### config.mk
export PLATFORM = sky130hd
export DESIGN_NAME = apb_master_bridge_flat
export DESIGN_NICKNAME = d
export VERILOG_FILES = /design/src/rtl/apb_master_bridge_if.sv /design/src/rtl/apb_master_bridge.sv /design/src/flat_wrapper.sv
export SDC_FILE = /design/constraint.sdc
export NUM_CORES = 1
export LEC_CHECK = 0
export CAP_MARGIN = 20
export CORE_ASPECT_RATIO = 0.8
export CORE_MARGIN = 1.5
export CORE_UTILIZATION = 35
export DETAILED_ROUTE_END_ITERATION = 8
export GPL_TIMING_DRIVEN = 0
export PLACE_DENSITY = 0.85
export SYNTH_ARGS = -nofsm -noshare
export SYNTH_HDL_FRONTEND = slang
export SYNTH_SLANG_ARGS = --single-unit
### constraint.sdc
create_clock -name PCLK -period 1.5 [get_ports PCLK]
set_input_delay 0.3 -clock PCLK [delete_from_list [all_inputs] [get_ports PCLK]]
set_output_delay 0.3 -clock PCLK [all_outputs]
set_load 0.005 [all_outputs]
### src/rtl/apb_master_bridge_if.sv
// rtl/apb_master_bridge_if.sv - CPU request/response and APB bus bundle for apb_master_bridge
interface apb_master_bridge_if #(
  parameter int unsigned NUM_SLV = 4
);
  // CPU side
  logic                   req;
  logic [31:0]            addr;
  logic [31:0]            wdata;
  logic                   we;
  logic [31:0]            rdata;
  logic                   ready;
  logic                   err;
  // APB side
  logic [31:0]            PADDR;
  logic                   PWRITE;
  logic [31:0]            PWDATA;
  logic [NUM_SLV-1:0]     PSEL;
  logic                   PENABLE;
  logic [NUM_SLV*32-1:0]  PRDATA_i;
  logic [NUM_SLV-1:0]     PREADY_i;

  // Bridge side: accepts CPU requests, drives the APB bus
  modport master (
    input  req, addr, wdata, we, PRDATA_i, PREADY_i,
    output rdata, ready, err, PADDR, PWRITE, PWDATA, PSEL, PENABLE
  );

  // Environment side: the requester plus the APB slaves
  modport slave (
    output req, addr, wdata, we, PRDATA_i, PREADY_i,
    input  rdata, ready, err, PADDR, PWRITE, PWDATA, PSEL, PENABLE
  );
endinterface

### src/rtl/apb_master_bridge.sv
// rtl/apb_master_bridge.sv - single-outstanding CPU request to APB master bridge with decode and timeout
module apb_master_bridge #(
  parameter int unsigned NUM_SLV = 4,
  parameter logic [15:0] BASE_HI = 16'h1000,
  parameter int unsigned TIMEOUT = 16
) (
  input logic               PCLK,
  input logic               PRESET,
  apb_master_bridge_if.master bus
);

  localparam int unsigned CNT_W    = (TIMEOUT > 2) ? $clog2(TIMEOUT) : 1;
  localparam int unsigned CNT_LAST = (TIMEOUT == 0) ? 0 : TIMEOUT - 1;

  typedef enum logic [1:0] {
    S_IDLE,
    S_SETUP,
    S_ACCESS,
    S_ERR
  } state_t;

  state_t               state_q, state_d;
  logic [NUM_SLV-1:0]   psel_q, psel_d;
  logic                 penable_q, penable_d;
  logic [31:0]          paddr_q, paddr_d;
  logic [31:0]          pwdata_q, pwdata_d;
  logic                 pwrite_q, pwrite_d;
  logic [31:0]          rdata_q, rdata_d;
  logic                 ready_q, ready_d;
  logic                 err_q, err_d;
  logic [3:0]           idx_q, idx_d;
  logic [CNT_W-1:0]     cnt_q, cnt_d;

  logic                 dec_hit;
  logic [3:0]           dec_idx;
  logic [NUM_SLV-1:0]   dec_sel;
  logic [31:0]          sel_rdata;
  logic                 sel_ready;
  logic                 tmo_hit;

  // Address decode of the incoming request: base window check plus slave slot
  always_comb begin
    dec_idx = bus.addr[15:12];
    dec_hit = (bus.addr[31:16] == BASE_HI) && (32'(dec_idx) < NUM_SLV);
    dec_sel = '0;
    for (int k = 0; k < NUM_SLV; k++) begin
      dec_sel[k] = (dec_idx == 4'(k));
    end
  end

  // Return path mux: only the latched slave's PRDATA/PREADY are ever looked at
  always_comb begin
    sel_rdata = '0;
    sel_ready = 1'b0;
    for (int k = 0; k < NUM_SLV; k++) begin
      if (idx_q == 4'(k)) begin
        sel_rdata = bus.PRDATA_i[32*k +: 32];
        sel_ready = bus.PREADY_i[k];
      end
    end
  end

  // Timeout fires on the last permitted ACCESS cycle; TIMEOUT==0 disables it
  always_comb begin
    tmo_hit = (TIMEOUT != 0) && (cnt_q == CNT_W'(CNT_LAST));
  end

  // Next-state and next-output logic; outputs are registered so every APB pin is glitch-free
  always_comb begin
    state_d   = state_q;
    psel_d    = psel_q;
    penable_d = penable_q;
    paddr_d   = paddr_q;
    pwdata_d  = pwdata_q;
    pwrite_d  = pwrite_q;
    rdata_d   = rdata_q;
    idx_d     = idx_q;
    cnt_d     = cnt_q;
    ready_d   = 1'b0;
    err_d     = 1'b0;

    case (state_q)
      S_IDLE: begin
        psel_d    = '0;
        penable_d = 1'b0;
        if (bus.req) begin
          paddr_d  = bus.addr;
          pwdata_d = bus.wdata;
          pwrite_d = bus.we;
          idx_d    = dec_idx;
          if (dec_hit) begin
            psel_d  = dec_sel;
            state_d = S_SETUP;
          end else begin
            state_d = S_ERR;
          end
        end
      end

      S_SETUP: begin
        penable_d = 1'b1;
        cnt_d     = '0;
        state_d   = S_ACCESS;
      end

      S_ACCESS: begin
        if (sel_ready) begin
          // A PREADY coinciding with timeout expiry still counts as a normal completion
          rdata_d   = pwrite_q ? 32'h0 : sel_rdata;
          ready_d   = 1'b1;
          psel_d    = '0;
          penable_d = 1'b0;
          state_d   = S_IDLE;
        end else if (tmo_hit) begin
          rdata_d   = 32'h0;
          ready_d   = 1'b1;
          err_d     = 1'b1;
          psel_d    = '0;
          penable_d = 1'b0;
          state_d   = S_IDLE;
        end else begin
          cnt_d = cnt_q + 1'b1;
        end
      end

      S_ERR: begin
        rdata_d = 32'h0;
        ready_d = 1'b1;
        err_d   = 1'b1;
        state_d = S_IDLE;
      end

      default: begin
        psel_d    = '0;
        penable_d = 1'b0;
        state_d   = S_IDLE;
      end
    endcase
  end

  // State and output registers; reset drops any in-flight transfer silently
  always_ff @(posedge PCLK) begin
    if (PRESET) begin
      state_q   <= S_IDLE;
      psel_q    <= '0;
      penable_q <= 1'b0;
      paddr_q   <= 32'h0;
      pwdata_q  <= 32'h0;
      pwrite_q  <= 1'b0;
      rdata_q   <= 32'h0;
      ready_q   <= 1'b0;
      err_q     <= 1'b0;
      idx_q     <= 4'h0;
      cnt_q     <= '0;
    end else begin
      state_q   <= state_d;
      psel_q    <= psel_d;
      penable_q <= penable_d;
      paddr_q   <= paddr_d;
      pwdata_q  <= pwdata_d;
      pwrite_q  <= pwrite_d;
      rdata_q   <= rdata_d;
      ready_q   <= ready_d;
      err_q     <= err_d;
      idx_q     <= idx_d;
      cnt_q     <= cnt_d;
    end
  end

  assign bus.PSEL    = psel_q;
  assign bus.PENABLE = penable_q;
  assign bus.PADDR   = paddr_q;
  assign bus.PWDATA  = pwdata_q;
  assign bus.PWRITE  = pwrite_q;
  assign bus.rdata   = rdata_q;
  assign bus.ready   = ready_q;
  assign bus.err     = err_q;

endmodule

### src/flat_wrapper.sv
// flat-port wrapper written by rule: the top's interface ports become plain ports
module apb_master_bridge_flat 
#(
  parameter int unsigned NUM_SLV = 4,
  parameter logic [15:0] BASE_HI = 16'h1000,
  parameter int unsigned TIMEOUT = 16
)
  (PCLK, PRESET, bus_req, bus_addr, bus_wdata, bus_we, bus_PRDATA_i, bus_PREADY_i, bus_rdata, bus_ready, bus_err, bus_PADDR, bus_PWRITE, bus_PWDATA, bus_PSEL, bus_PENABLE);
  apb_master_bridge_if #(.NUM_SLV(NUM_SLV)) bus_i ();
  input logic PCLK;
  input logic PRESET;
  input wire logic [$bits(bus_i.req)-1:0] bus_req;
  input wire logic [$bits(bus_i.addr)-1:0] bus_addr;
  input wire logic [$bits(bus_i.wdata)-1:0] bus_wdata;
  input wire logic [$bits(bus_i.we)-1:0] bus_we;
  input wire logic [$bits(bus_i.PRDATA_i)-1:0] bus_PRDATA_i;
  input wire logic [$bits(bus_i.PREADY_i)-1:0] bus_PREADY_i;
  output wire logic [$bits(bus_i.rdata)-1:0] bus_rdata;
  output wire logic [$bits(bus_i.ready)-1:0] bus_ready;
  output wire logic [$bits(bus_i.err)-1:0] bus_err;
  output wire logic [$bits(bus_i.PADDR)-1:0] bus_PADDR;
  output wire logic [$bits(bus_i.PWRITE)-1:0] bus_PWRITE;
  output wire logic [$bits(bus_i.PWDATA)-1:0] bus_PWDATA;
  output wire logic [$bits(bus_i.PSEL)-1:0] bus_PSEL;
  output wire logic [$bits(bus_i.PENABLE)-1:0] bus_PENABLE;
  assign bus_i.req = bus_req;
  assign bus_i.addr = bus_addr;
  assign bus_i.wdata = bus_wdata;
  assign bus_i.we = bus_we;
  assign bus_i.PRDATA_i = bus_PRDATA_i;
  assign bus_i.PREADY_i = bus_PREADY_i;
  assign bus_rdata = bus_i.rdata;
  assign bus_ready = bus_i.ready;
  assign bus_err = bus_i.err;
  assign bus_PADDR = bus_i.PADDR;
  assign bus_PWRITE = bus_i.PWRITE;
  assign bus_PWDATA = bus_i.PWDATA;
  assign bus_PSEL = bus_i.PSEL;
  assign bus_PENABLE = bus_i.PENABLE;
  apb_master_bridge #(.NUM_SLV(NUM_SLV), .BASE_HI(BASE_HI), .TIMEOUT(TIMEOUT)) u_core (.PCLK(PCLK), .PRESET(PRESET), .bus(bus_i));
endmodule
==> results.txt <==
- Status: finished, violations left
- The checks that failed: negative setup slack.
- Traced cell by cell, the critical path runs through or3b_4, o22ai_4, o22ai_4, buf_6, clkbuf_16, mux2i_1.
- At the placement stage, the worst setup path has a slack of -0.9214 ns.
- For this run the aggregate overflow at the end of global routing stands at 0.
- Clock tree from TritonCTS: yes
- Non-filler instance count after layout: approximately 1200
* Overall global routing resource usage: between 20 and 30%
- Headroom to the max-slew limit came out at 56.17%.
- Share of flip-flops with an asynchronous set or reset after synthesis: 0%
* Global-route wire length before repair: about 32 mm
- Clock skew on the completed layout was measured at approximately 0.0096 ns.
- Based on the critical path, the design can be clocked at up to 0.5534 GHz.
- Counting every sink on the clock net gives 110.
- Unique masters post-synth: 39
* Syn avg cell area: just over 8 sq um
* Critical path's slowest cell: or3b_4
- Grouping stages by cell kind, the critical path spends the most delay in simple AND/OR/NAND/NOR gates.
- Startpoint Class: flop
- Post-CTS clock slew at the launch and capture registers of the worst setup and hold paths: ~0.08 ns
- First drt pass iteration count: 4
* Wire length reported by the detailed router: approximately 21 mm
* Min Hold Slack: about 0.25 ns
* Effective utilization at floorplan: between 30% and 40%
* Syn Nets: approximately 840
- Final weighted congestion in routability-driven placement: about 0.87
* Netlist area before placement: roughly 5300 sq um
* Clock Tree Root: clkbuf_16
- The H-tree generated during clock tree synthesis spans 3 levels.
* Die Height: around 110 um
- Final count of pins violating max slew: 0
* Chip width: ~140 um
- EDFF count, synth: 0
- Worst path buffer plus inverter count: 2
- IO Port Bufs: around 300
- Number of global-route vias before repair: 6025
* Number of storage elements in the synthesis netlist: 110
* Count of pins on the block boundary: approximately 300
- For the pin with the worst max-slew slack, the measured transition is ~0.66 ns.
* Maximum number of pins on one net before global-route repair: 23
- Final core occ: between 60% and 70%
- In the post-route analysis, the smallest setup slack over all paths is -0.3071 ns.
- Sort of element at the end of the critical path: flop
* Antenna violation net count after detailed routing: 0
* HPWL after detailed placement: around 16 mm
- The clock reaches the later pin of the worst-skew pair after about 0.35 ns.
* Most used cell along the critical path: o22ai_4
- The worst path in the final design needs a cycle of 1.807 ns, including I/O delays and setup.
- The setup path with the least slack is of type flop to flop.
* Top FF cell, synth: dfxtp_1
- Fraction of the yosys area taken by sequential cells: between 40% and 50%
- Setup repair after global routing could not meet its margin everywhere.
- The cell count after synthesis came out at about 640.
- The post-route netlist has around 17% of its cells at a drive strength greater than 1.
* TritonCTS Buffers: 9
* Data required time of the critical path: around 1.7 ns
* Arr. time, crit path: 2.04 ns
- Endpoints failing setup: between 40 and 50
- Cell Rows: 39
- Total negative slack for setup checks: -10.92 ns
* Area of all placed cells without fillers: roughly 9600 sq um
- Summing all placed instances gives a cell area of approximately 8600 sq um.
- DR vias: between 6000 and 7000
- The tool flagged a number of max-cap violations equal to 0.
- In this run the deepest clock path goes through 2 buffers.
- Final clock period utilization by the worst path: 120.5%
- Worst path max stage delay: roughly 0.45 ns
- Final layout net count: 1180
- Along the worst path, the maximum fanout reaches 6.
- Floorplan Core Area: about 14000 sq um
- Total power for the finished layout comes to between 10 and 15 mW.
- Relative to the synthesized area, the layout overhead comes to 81.17%.
* Max VDD drop: ~0.00075 V
- Using the TritonRoute via totals, the vias-per-cell ratio works out to just over 5.
* Power density over the cells: ~1200 nW/um^2
* Count of routing violations after the opening detailed-route iteration: between 300 and 400
- Warning count from the yosys run: 0
- Placed insts: about 1100
- Number of antenna violations at the first check in global routing: 0
* Average wire per standard cell: between 15 and 20 um
- The final hold violation count is 0.
- Type of the worst min-delay path: primary input to flop
- DRC violation count after routing: 0
- The floorplan step defined a die boundary enclosing 15840 sq um.
* Leak: 4.282 nW
placed cells by master (no fill, tap or decap), types with 10 or more instances in the layout:
cell type        instances
a21oi_1                 67
buf_4                   21
buf_6                   16
clkbuf_1                14
clkbuf_16               11
clkbuf_2                10
clkdlybuf4s50_1        195
dfxtp_1                 84
dfxtp_2                 24
dlygate4sd2_1           84
dlymetal6s2s_1          22
mux2_2                  20
mux2i_1                 69
nand2_1                193
nor2_1                  14
o2111ai_1               25
o22ai_1                 11
path summary, 6_finish.rpt:
check	from	endpoint	slack [ns]	cells after the start
hold reg to reg	u_core.bus.PWDATA[21]	u_core.bus.PWDATA[21]	0.45	2
setup reg to reg	u_core.idx_q[1]	u_core.bus.rdata[17]	-0.31	6
hold / removal	bus_addr[24]	u_core.bus.PADDR[24]	0.25	3
setup / recovery	u_core.idx_q[1]	u_core.bus.rdata[17]	-0.31	6
what timing repair did:
| action | CTS | global route |
|---|---|---|
| resized for setup | 169 | 78 |
| setup buffers | 14 | 10 |
| pin swaps | 8 | 13 |
| cloned | 2 | 3 |
| hold buffers | 0 | 0 |
| endpoints found under the setup margin | 188 | 126 |
power breakdown:
part	internal [mW]	switching [mW]
clock network	1.20	1.25
logic	2.91	2.62
registers	3.40	0.260
total	7.51	4.12
cell type report:
cell class                 instances  area, sq um
timing repair buffer             331         3296
inverter                           5        18.77
antenna                            1        2.502
buffer                            51        387.9
clock inverter                     7        86.33
multi-input combinational        467         3084
sequential                       110         2240
tap                              184        230.2
clock buffer                       9        225.2
fill                            1205         4922
Yosys cell counts (all sizes together), types with 5 or more instances:
| cell | count | area (sq um) |
|---|---|---|
| nor2 | 16 | 60.06 |
| nor3 | 6 | 30.03 |
| buf | 15 | 83.83 |
| clkbuf | 39 | 146.4 |
| mux2i | 71 | 710.7 |
| ha | 5 | 62.56 |
| o22ai | 15 | 113.9 |
| a21oi | 67 | 335.3 |
| a31oi | 5 | 31.28 |
| dfxtp | 110 | 2202 |
| inv | 5 | 18.76 |
| o2111ai | 32 | 280.3 |
| nand2 | 194 | 728.2 |
| mux2 | 20 | 225.2 |
cells by family after synthesis:
family	after synthesis	share of synthesized area (%)
buffers and inverters	59	4.713
flip-flops	110	41.69
multiplexers	91	17.72
AO/OA/AOI/OAI	130	15.92
AND/OR/NAND/NOR	241	18.78
adder cells (fa/ha/maj)	5	1.184
metal layers:
layer	part of all wire (%)	global-route usage, %
met4	1.6	6.175
met5	0	0
met2	50	46.30
met3	7.3	7.448
met1	41	29.72
state kept, by name, indices dropped and copies added (netlist names), 2 cells and up:
register and cells:
u_core.bus.PWDATA 32, u_core.bus.rdata 32, u_core.cnt_q 4, u_core.bus.PSEL 4
u_core.state_q 2, u_core.idx_q 3, u_core.bus.PADDR 29
worst min-delay path: cells and delay by family:
kind            cells  cell delay, ns
simple gates        1            0.06
compound gates      1            0.06
buf+inv             1            0.14
Note: power is estimated with default switching activity, not from simulation.
